`config.mk`:
```
export PLATFORM = sky130hd
export DESIGN_NAME = sha1_core_wb
export DESIGN_NICKNAME = d
export VERILOG_FILES = /design/src/rtl/sha1_core_wb.sv
export SDC_FILE = /design/constraint.sdc
export NUM_CORES = 2
export LEC_CHECK = 0
export BUFFER_PORTS_ARGS = -buffer_cell sky130_fd_sc_hd__buf_2
export CORE_MARGIN = 10
export CORE_UTILIZATION = 40
export CTS_BUF_LIST = sky130_fd_sc_hd__clkbuf_8
export CTS_CLUSTER_SIZE = 10
export DETAILED_ROUTE_END_ITERATION = 8
export PLACE_DENSITY = 0.58
export SYNTH_ARGS = -nofsm -noshare
export SYNTH_HDL_FRONTEND = slang
export SYNTH_SLANG_ARGS = --single-unit
```
`constraint.sdc`:
```
create_clock -name wb_clk_i -period 31 [get_ports wb_clk_i]
set_input_delay 3.1 -clock wb_clk_i [delete_from_list [all_inputs] [get_ports wb_clk_i]]
set_output_delay 3.1 -clock wb_clk_i [all_outputs]
set_load 0.1 [all_outputs]
```
`src/rtl/sha1_core_wb.sv`:
```
// sha1_core_wb: Wishbone register front-end around an iterative SHA-1 compression engine.
// Latency: ack one cycle after a transfer is seen; done 80/ROUNDS_PER_CYCLE+1 cycles after START ack.
// Backpressure: none, each transfer is acked once; SHA1_CORE_WB_IRQ_EN adds an irq enable bit in CTRL.
module sha1_core_wb #(
  parameter logic [31:0] BASE_ADDRESS     = 32'h30000024,
  parameter int          ROUNDS_PER_CYCLE = 1
) (
  input  logic        wb_clk_i,
  input  logic        reset,
  input  logic        wbs_stb_i,
  input  logic        wbs_cyc_i,
  input  logic        wbs_we_i,
  input  logic [3:0]  wbs_sel_i,
  input  logic [31:0] wbs_dat_i,
  input  logic [31:0] wbs_adr_i,
  output logic        wbs_ack_o,
  output logic [31:0] wbs_dat_o,
  output logic        done,
  output logic        irq
);

  if (ROUNDS_PER_CYCLE != 1 && ROUNDS_PER_CYCLE != 2 && ROUNDS_PER_CYCLE != 4 &&
      ROUNDS_PER_CYCLE != 5 && ROUNDS_PER_CYCLE != 8 && ROUNDS_PER_CYCLE != 10 &&
      ROUNDS_PER_CYCLE != 16 && ROUNDS_PER_CYCLE != 20) begin : g_bad_rounds
    $error("sha1_core_wb: ROUNDS_PER_CYCLE must be 1, 2, 4, 5, 8, 10, 16 or 20");
  end

  typedef enum logic [1:0] {S_IDLE, S_RUN, S_FINAL} state_t;

  localparam logic [31:0] ID_VALUE   = 32'h53484132;
  localparam logic [31:0] BAD_READ   = 32'h0FFFFFEA;
  localparam logic [31:0] H0_INIT    = 32'h67452301;
  localparam logic [31:0] H1_INIT    = 32'hEFCDAB89;
  localparam logic [31:0] H2_INIT    = 32'h98BADCFE;
  localparam logic [31:0] H3_INIT    = 32'h10325476;
  localparam logic [31:0] H4_INIT    = 32'hC3D2E1F0;
  localparam logic [6:0]  RPC        = 7'(ROUNDS_PER_CYCLE);
  localparam logic [6:0]  LAST_ROUND = 7'(80 - ROUNDS_PER_CYCLE);

  state_t      state_q, state_d;
  logic        ack_q, ack_d, done_q, done_d, err_q, err_d, irq_q, irq_d;
  logic [31:0] dat_q, dat_d;
  logic [6:0]  round_q, round_d;
  logic [4:0]  msg_cnt_q, msg_cnt_d;
  logic [8:0]  blk_cnt_q, blk_cnt_d;
  logic [31:0] a_q, b_q, c_q, d_q, e_q, a_d, b_d, c_d, d_d, e_d;
  logic [31:0] h_q [5];
  logic [31:0] h_d [5];
  logic [31:0] w_q [16];
  logic [31:0] w_d [16];
`ifdef SHA1_CORE_WB_IRQ_EN
  logic        irq_en_q, irq_en_d;
`endif

  // Address decode: word-spaced registers in a 32-byte window above BASE_ADDRESS.
  logic [31:0] off, status, rd_val;
  logic [2:0]  idx;
  logic        mapped, acc, busy, wr_full, ctrl_wr, msg_wr;
  assign off     = wbs_adr_i - BASE_ADDRESS;
  assign mapped  = (off[31:5] == 27'd0) && (off[1:0] == 2'd0);
  assign idx     = off[4:2];
  assign acc     = wbs_stb_i & wbs_cyc_i & ~ack_q;
  assign busy    = (state_q != S_IDLE);
  assign wr_full = acc & wbs_we_i & (wbs_sel_i == 4'hF) & mapped;
  assign ctrl_wr = wr_full & (idx == 3'd1);
  assign msg_wr  = wr_full & (idx == 3'd2);

`ifdef SHA1_CORE_WB_IRQ_EN
  assign status = {7'(ROUNDS_PER_CYCLE), blk_cnt_q, msg_cnt_q, round_q, irq_en_q, err_q, done_q, busy};
  assign irq_d  = irq_en_q & (done_q | err_q);
`else
  assign status = {8'(ROUNDS_PER_CYCLE), blk_cnt_q, msg_cnt_q, round_q, err_q, done_q, busy};
  assign irq_d  = 1'b0;
`endif

  // Read mux; digest words are the committed chaining value, untouched until FINAL.
  always_comb begin
    rd_val = BAD_READ;
    if (mapped) begin
      case (idx)
        3'd0:    rd_val = ID_VALUE;
        3'd1:    rd_val = status;
        3'd3:    rd_val = h_q[0];
        3'd4:    rd_val = h_q[1];
        3'd5:    rd_val = h_q[2];
        3'd6:    rd_val = h_q[3];
        3'd7:    rd_val = h_q[4];
        default: rd_val = BAD_READ;
      endcase
    end
  end

  // ROUNDS_PER_CYCLE unrolled rounds; the schedule shifts so w[0] is always the current W[t].
  logic [31:0] ra, rb, rc, rd, re;
  logic [31:0] rw [16];
  always_comb begin
    logic [31:0] f, k, tmp, nw;
    logic [6:0]  t;
    f = 32'd0; k = 32'd0; tmp = 32'd0; nw = 32'd0; t = 7'd0;
    ra = a_q; rb = b_q; rc = c_q; rd = d_q; re = e_q;
    rw = w_q;
    for (int r = 0; r < ROUNDS_PER_CYCLE; r++) begin
      t = round_q + 7'(r);
      if (t < 7'd20) begin
        f = (rb & rc) | (~rb & rd);          k = 32'h5A827999;
      end else if (t < 7'd40) begin
        f = rb ^ rc ^ rd;                    k = 32'h6ED9EBA1;
      end else if (t < 7'd60) begin
        f = (rb & rc) | (rb & rd) | (rc & rd); k = 32'h8F1BBCDC;
      end else begin
        f = rb ^ rc ^ rd;                    k = 32'hCA62C1D6;
      end
      tmp = {ra[26:0], ra[31:27]} + f + re + k + rw[0];
      nw  = rw[13] ^ rw[8] ^ rw[2] ^ rw[0];
      re = rd; rd = rc; rc = {rb[1:0], rb[31:2]}; rb = ra; ra = tmp;
      for (int i = 0; i < 15; i++) rw[i] = rw[i + 1];
      rw[15] = {nw[30:0], nw[31]};
    end
  end

  // Next-state: bus handshake, FSM, register writes. Writes act after the FSM step so INIT precedes START.
  always_comb begin
    state_d = state_q;   ack_d = acc;         dat_d = dat_q;
    done_d = done_q;     err_d = err_q;       round_d = round_q;
    msg_cnt_d = msg_cnt_q; blk_cnt_d = blk_cnt_q;
    a_d = a_q; b_d = b_q; c_d = c_q; d_d = d_q; e_d = e_q;
    h_d = h_q; w_d = w_q;
`ifdef SHA1_CORE_WB_IRQ_EN
    irq_en_d = irq_en_q;
`endif
    if (acc && !wbs_we_i) dat_d = rd_val;
    case (state_q)
      S_RUN: begin
        a_d = ra; b_d = rb; c_d = rc; d_d = rd; e_d = re;
        w_d = rw;
        round_d = round_q + RPC;
        if (round_q == LAST_ROUND) state_d = S_FINAL;
      end
      S_FINAL: begin
        h_d[0] = h_q[0] + a_q; h_d[1] = h_q[1] + b_q; h_d[2] = h_q[2] + c_q;
        h_d[3] = h_q[3] + d_q; h_d[4] = h_q[4] + e_q;
        blk_cnt_d = blk_cnt_q + 9'd1;
        msg_cnt_d = 5'd0;
        done_d    = 1'b1;
        state_d   = S_IDLE;
      end
      default: ;
    endcase
    if (ctrl_wr) begin
      if (wbs_dat_i[2]) begin
        done_d = 1'b0; err_d = 1'b0;
      end
`ifdef SHA1_CORE_WB_IRQ_EN
      irq_en_d = wbs_dat_i[3];
`endif
      if (busy) begin
        if (wbs_dat_i[0] | wbs_dat_i[1]) err_d = 1'b1;
      end else begin
        if (wbs_dat_i[1]) begin
          h_d[0] = H0_INIT; h_d[1] = H1_INIT; h_d[2] = H2_INIT; h_d[3] = H3_INIT; h_d[4] = H4_INIT;
          blk_cnt_d = 9'd0;
          done_d    = 1'b0;
        end
        if (wbs_dat_i[0]) begin
          if (msg_cnt_q == 5'd16) begin
            state_d = S_RUN; round_d = 7'd0; done_d = 1'b0;
            a_d = h_d[0]; b_d = h_d[1]; c_d = h_d[2]; d_d = h_d[3]; e_d = h_d[4];
          end else begin
            err_d = 1'b1;
          end
        end
      end
    end
    if (msg_wr) begin
      if (busy || msg_cnt_q == 5'd16) begin
        err_d = 1'b1;
      end else begin
        w_d[msg_cnt_q[3:0]] = wbs_dat_i;
        msg_cnt_d = msg_cnt_q + 5'd1;
      end
    end
  end

  // Control and chaining state, cleared by reset at any time including mid-run.
  always_ff @(posedge wb_clk_i or posedge reset) begin
    if (reset) begin
      state_q <= S_IDLE;  ack_q <= 1'b0;  dat_q <= 32'd0;
      done_q <= 1'b0;     err_q <= 1'b0;  irq_q <= 1'b0;
      round_q <= 7'd0;    msg_cnt_q <= 5'd0; blk_cnt_q <= 9'd0;
      a_q <= 32'd0; b_q <= 32'd0; c_q <= 32'd0; d_q <= 32'd0; e_q <= 32'd0;
      h_q[0] <= H0_INIT; h_q[1] <= H1_INIT; h_q[2] <= H2_INIT; h_q[3] <= H3_INIT; h_q[4] <= H4_INIT;
`ifdef SHA1_CORE_WB_IRQ_EN
      irq_en_q <= 1'b0;
`endif
    end else begin
      state_q <= state_d;  ack_q <= ack_d;  dat_q <= dat_d;
      done_q <= done_d;    err_q <= err_d;  irq_q <= irq_d;
      round_q <= round_d;  msg_cnt_q <= msg_cnt_d; blk_cnt_q <= blk_cnt_d;
      a_q <= a_d; b_q <= b_d; c_q <= c_d; d_q <= d_d; e_q <= e_d;
      h_q <= h_d;
`ifdef SHA1_CORE_WB_IRQ_EN
      irq_en_q <= irq_en_d;
`endif
    end
  end

  // Message/schedule buffer has no reset; it is always refilled before START is accepted.
  always_ff @(posedge wb_clk_i) begin
    w_q <= w_d;
  end

  assign wbs_ack_o = ack_q;
  assign wbs_dat_o = dat_q;
  assign done      = done_q;
  assign irq       = irq_q;

endmodule

```
After elaboration in Yosys (flattened, before gate mapping)
Index checks and enable logic that the tools add are counted.

word-level totals
  register bits after elaboration = 890
  word-level logic and storage cells = 172
  input bits = 73
  output and inout bits = 35

operators by class
  bitwise logic cells = 23
  muxes and demuxes = 76
  eq/ne operators = 12
  reduce and logical (&&, ||, !) cells = 9
  order comparisons = 5
  add/subtract/negate cells = 13

operators by type and width
  operator                                                                number
  512-bit two-way mux                                                     3
  32-bit two-way mux                                                      32
  160-bit two-way mux                                                     4
  512-bit bitwise mux                                                     1
  32-bit adder                                                            9
  32-bit one-hot mux with 7 select lines                                  1
  32-bit XOR                                                              5
  32-bit AND                                                              4
  32-bit demux with 4-bit select                                          1
  32-bit bitwise OR                                                       3
  9-bit two-way mux                                                       4
  7-bit two-way mux                                                       5
  32-bit inverter                                                         1
  32-bit by 30-bit subtractor with 32-bit output (second input constant)  1
  31-bit two-way mux                                                      1
  27-bit logical NOT                                                      1
  1-bit two-way mux                                                       15
  5-bit two-way mux                                                       3
  7-bit by 6-bit < comparator with 1-bit output (second input constant)   2
  3-bit equality test (second input constant)                             4
  2-bit two-way mux                                                       5
  9-bit by 1-bit adder with 9-bit output (second input constant)          1
  7-bit by 1-bit adder with 7-bit output (second input constant)          1
  1-bit AND                                                               7
  21 further kinds                                                        24

Longest topological paths before layout
  depth after elaboration = 15
  mapped depth = 26
  mapped depth without buffers = 23

Worst setup path before layout
No wires, ideal clock.

  path kind = register to register
  from = register round_q[3]
  to = register a_q[30]
  data arrival time = 5.558 ns
  setup time = 0.083 ns
  period minus slack after synthesis = 5.640 ns
  stages on the path, launching flop included = 25
  path buffers = 4
  setup slack = 25.360 ns
  required time = 30.917 ns
  cells stage by stage = dfrtp_1 -> clkbuf_1 -> and3_1 -> or3_1 -> clkbuf_1 -> inv_1 -> nor2_1 -> clkbuf_1 -> clkbuf_1 -> a221o_1 -> fa_1 -> inv_1 -> fa_1 -> inv_1 -> ha_1 -> a21o_1 -> a21o_1 -> a221oi_1 -> o32ai_1 -> o41ai_1 -> o21ai_1 -> a211oi_1 -> xnor2_1 -> mux2i_1 -> o22ai_1

between the ends
  longest elaborated chain between the ends = 13
  elaborated cells on any way between the ends = 18
  classes of those cells = 4 x add/sub; 3 x order compare; 11 x mux

RTL lines
  what                                           line  source
  from (decl)                                    43    logic [6:0] round_q, round_d;
  from (signal assigned)                         198   round_q <= round_d; msg_cnt_q <= msg_cnt_d; blk_cnt_q <= blk_cnt_d;
  7-bit by 6-bit < comparator with 1-bit output  108   end else if (t < 7'd60) begin
  32-bit two-way mux                             108
  32-bit two-way mux                             106   end else if (t < 7'd40) begin
  32-bit two-way mux                             104   if (t < 7'd20) begin
  32-bit adder (2 in a row)                      113   tmp = {ra[26:0], ra[31:27]} + f + re + k + rw[0];
  32-bit adder * (2 in a row)                    113
  32-bit two-way mux *                           132   case (state_q)
  32-bit two-way mux                             165   if (msg_cnt_q == 5'd16) begin
  32-bit two-way mux                             164   if (wbs_dat_i[0]) begin
  32-bit two-way mux                             156   if (busy) begin
  32-bit two-way mux *                           149   if (ctrl_wr) begin
  net a_d[30]                                    46    logic [31:0] a_q, b_q, c_q, d_q, e_q, a_d, b_d, c_d, d_d, e_d;
  to (signal assigned)                           190   a_q <= 32'd0; b_q <= 32'd0; c_q <= 32'd0; d_q <= 32'd0; e_q <= 32'd0;
  to (signal assigned)                           199   a_q <= a_d; b_q <= b_d; c_q <= c_d; d_q <= d_d; e_q <= e_d;
  to (decl)                                      46

Mark *: on every way through the listed nets, which the timed path passes. The rest lies on a longest branch.
A chain may end at the register's enable or synchronous reset.

Worst setup path in the final report
  from = register round_q[2]
  to = register a_q[28]

The elaborated chain is that of the path after synthesis.

==> metrics.txt <==
outcome complete, no violations; commonest non-fill, non-tap cell in the layout nor2_1; register area share after synthesis between 30% and 40%; Inst Count DP 7,179; Setup-failing EPs final 0; final hold viol count 0; power share of the clock group between 40% and 50%; Via density approximately 5.6; Tightest Pin Transition 1.13 ns; flop-to-flop setup slack around 24 ns; Async S/R FF share, synth between 40% and 50%; RSZ-0062 raised after global routing false; Tcrit/Tclk final 23.6%; Arr. time, crit path between 8 and 9 ns; Setup crit end a_q[28]$_DFF_PP0_; syn_area_per_cell 9.16 um2; HPWL Detailed ~110,000 um; Max Freq 0.137 GHz; vias in the first global route about 40,000; Final Net Count 5,998; crit path kind reg2reg; Yosys reg bits 890; area of the multi-input gates between 20,000 and 30,000 um2; Inserted Clock Buffers 159; initial antenna violation count 15; Reg area between 15,000 and 20,000 um2; Power Density about 40 nW/um2; Warnings, synthesis 0; IR drop worst, VDD approximately 0.041 mV; total track usage between 20% and 30%; setup_tns 0 ns; HP Start wbs_dat_o[31]$_DFFE_PP0P_; endpoint class of the critical path flop; DRT iter0 DRCs 3,814; CTS Sinks 890; H-tree depth 4; Post-synth EDFFs 0; Syn Inst Count 5,664; drt pass-1 iters 6; Relative slew margins about a quarter; Max Cap Viol 0; layout cells sized above 1 about 9.3%; net switching power about 560 uW; io pins 108; sequential fraction of design power 50.1%; worst min-delay path class reg2reg; Clk Tree Root Cell clkbuf_8; Site Rows about 130; routed via count around 42,000; Die Area 144,000 um2; net count after synthesis 6,064; Initial Utilization approximately 40%; Startpoint Class flop; Remaining DRCs 0; FF-to-FF path depth 23; Pins Over Slew Limit 0; mapped cell area between 50,000 and 60,000 um2; Longest Clk Path Bufs 3; commonest non-fill, non-tap cells in the layout 758 x nor2_1, 742 x mux2i_1, 692 x a21oi_1; CTS tree yes; Area Overhead vs Synth 9.85%; chip width 380 um; WL final between 150,000 and 200,000 um; grt ovf 0; post-DR wirelength/cell about 22 um; internal power ~1700 uW; core area about 130,000 um2; minimum clock period after layout ~7.3 ns; worst setup path startpoint round_q[2]$_DFF_PP0_; clock-pin transition on the worst setup and hold timing paths 0.06 ns; reg2reg end a_q[28]$_DFF_PP0_; Die Y-Extent between 300 and 400 um; CTS resizes 0; post-CTS setup buffers 0; Combinational Power Share about 2.4%; largest net degree at the start of global routing about 140; Switching Fraction 24.3%; Detail Route Antenna Nets 0; RePlAce Congestion 0.919; Buffers on Ports approximately 110; top_reg_cell synth dfxtp_1; critical-path maximum fanout 20; Yosys cell types 85; leakage power approximately 0.021 uW; worst reg2reg path startpoint round_q[2]$_DFF_PP0_; hold_buf cts 0; non-filler instance count after layout around 7,500; Fin Clk Skew 0.0406 ns; clock latency on the worst-skew pair 0.90 ns; global-route wire length before repair 248,000 um; fin util between 40 and 50%; Req. time, crit path between 30 and 40 ns; Filler Cells Inserted about 13,000
sequential cells by signal, summed over array words and instances, names as in the netlist:
name,cells
a_q,32
b_q,32
blk_cnt_q,9
c_q,32
d_q,32
done,1
e_q,32
err_q,1
h_q,160
msg_cnt_q,5
round_q,7
rw,480
state_q,2
w_q,32
wbs_ack_o,1
wbs_dat_o,32
final cells by class:
type | instances | share of cell area, %
diodes | 7 | 0.0308
clock buffers | 189 | 4.57
clock inverters | 93 | 0.901
inverters | 240 | 1.60
multi-input cells | 4146 | 52.6
flip-flops and latches | 890 | 34.8
well taps | 1742 | 3.83
repair buffers | 161 | 1.68
metrics by stage:
stage          total power (uW)  instance area (um2)  setup slack, ns  hold WS [ns]
2_1_floorplan              1210                51900            17.53         0.448
3_3_place_gp               1230                53800            23.66         0.486
3_5_place_dp               1230                53800            23.58         0.495
4_1_cts                    2330                56900            23.74         0.508
5_1_grt                    2380                57000            23.45         0.519
6_report                   2300                57000            23.68         0.500
synthesized netlist by cell type, types with 86 or more instances:
cell / n / area share (%)
a21o_1: 99 / 1.4
a21oi_1: 692 / 6.7
a22oi_1: 86 / 1.2
clkbuf_1: 305 / 2.2
dfrtp_1: 298 / 14
dfxtp_1: 512 / 20
fa_1: 125 / 4.8
ha_1: 202 / 4.9
inv_1: 237 / 1.7
mux2i_1: 742 / 14
nand2_1: 262 / 1.9
nor2_1: 764 / 5.5
o21ai_0: 164 / 1.6
xnor2_1: 211 / 3.6
how the worst min path moves through the flow:
stage / endpoint / slack, ns / depth (start not counted)
after floorplan: err_q$_DFF_PP0_ / 0.45 / 2
after global placement: wbs_dat_o[31]$_DFFE_PP0P_ / 0.49 / 1
after detailed placement: wbs_dat_o[31]$_DFFE_PP0P_ / 0.49 / 1
after CTS: wbs_dat_o[31]$_DFFE_PP0P_ / 0.51 / 1
after global routing: wbs_dat_o[31]$_DFFE_PP0P_ / 0.52 / 1
final: wbs_dat_o[31]$_DFFE_PP0P_ / 0.50 / 1
cell families after synthesis:
family / share of synthesized area, %
buffers and inverters: 4.56
DFF: 38.2
other: 0.00723
and+or+nand+nor: 11.1
xor gates and xnor gates: 4.51
AOI/OAI and AO/OA: 17.0
adders and majority gates: 9.70
muxes: 15.0
worst max-delay path: stages (launching register included):
cell     delay [ns]
dfrtp_1        0.48
and3_1         0.27
or3_1          0.50
inv_1          0.16
nor2_2         0.07
buf_4          0.28
inv_1          0.10
buf_4          0.33
nor2_1         0.09
nor2_1         0.25
fa_1           0.47
fa_1           0.48
ha_1           0.41
nand4_1        0.18
nor3b_1        0.70
nand4_1        0.16
o32ai_1        0.87
o41ai_1        0.31
o21ai_1        0.35
o21a_1         0.15
nor2_1         0.04
xnor2_1        0.13
mux2i_1        0.20
o22ai_2        0.09
routing by layer:
metal	routed length [um]	vias to the layer above	GRT usage [%]
li1	-	19800	-
met1	75300	20200	30.5
met2	69900	1373	32.5
met3	11800	285	4.42
met4	6070	16	9.21
met5	263	-	0
power groups by stage:
stage / Combinational (uW) / Sequential (uW) / Clock [uW]
after floorplan: 28.6 / 1180 / 0
after global placement: 54.1 / 1180 / 0
after detailed placement: 54.1 / 1180 / 0
after CTS: 54.2 / 1150 / 1120
after global routing: 58.0 / 1150 / 1170
final: 54.1 / 1150 / 1090
Note: power is estimated with default switching activity, not from simulation.
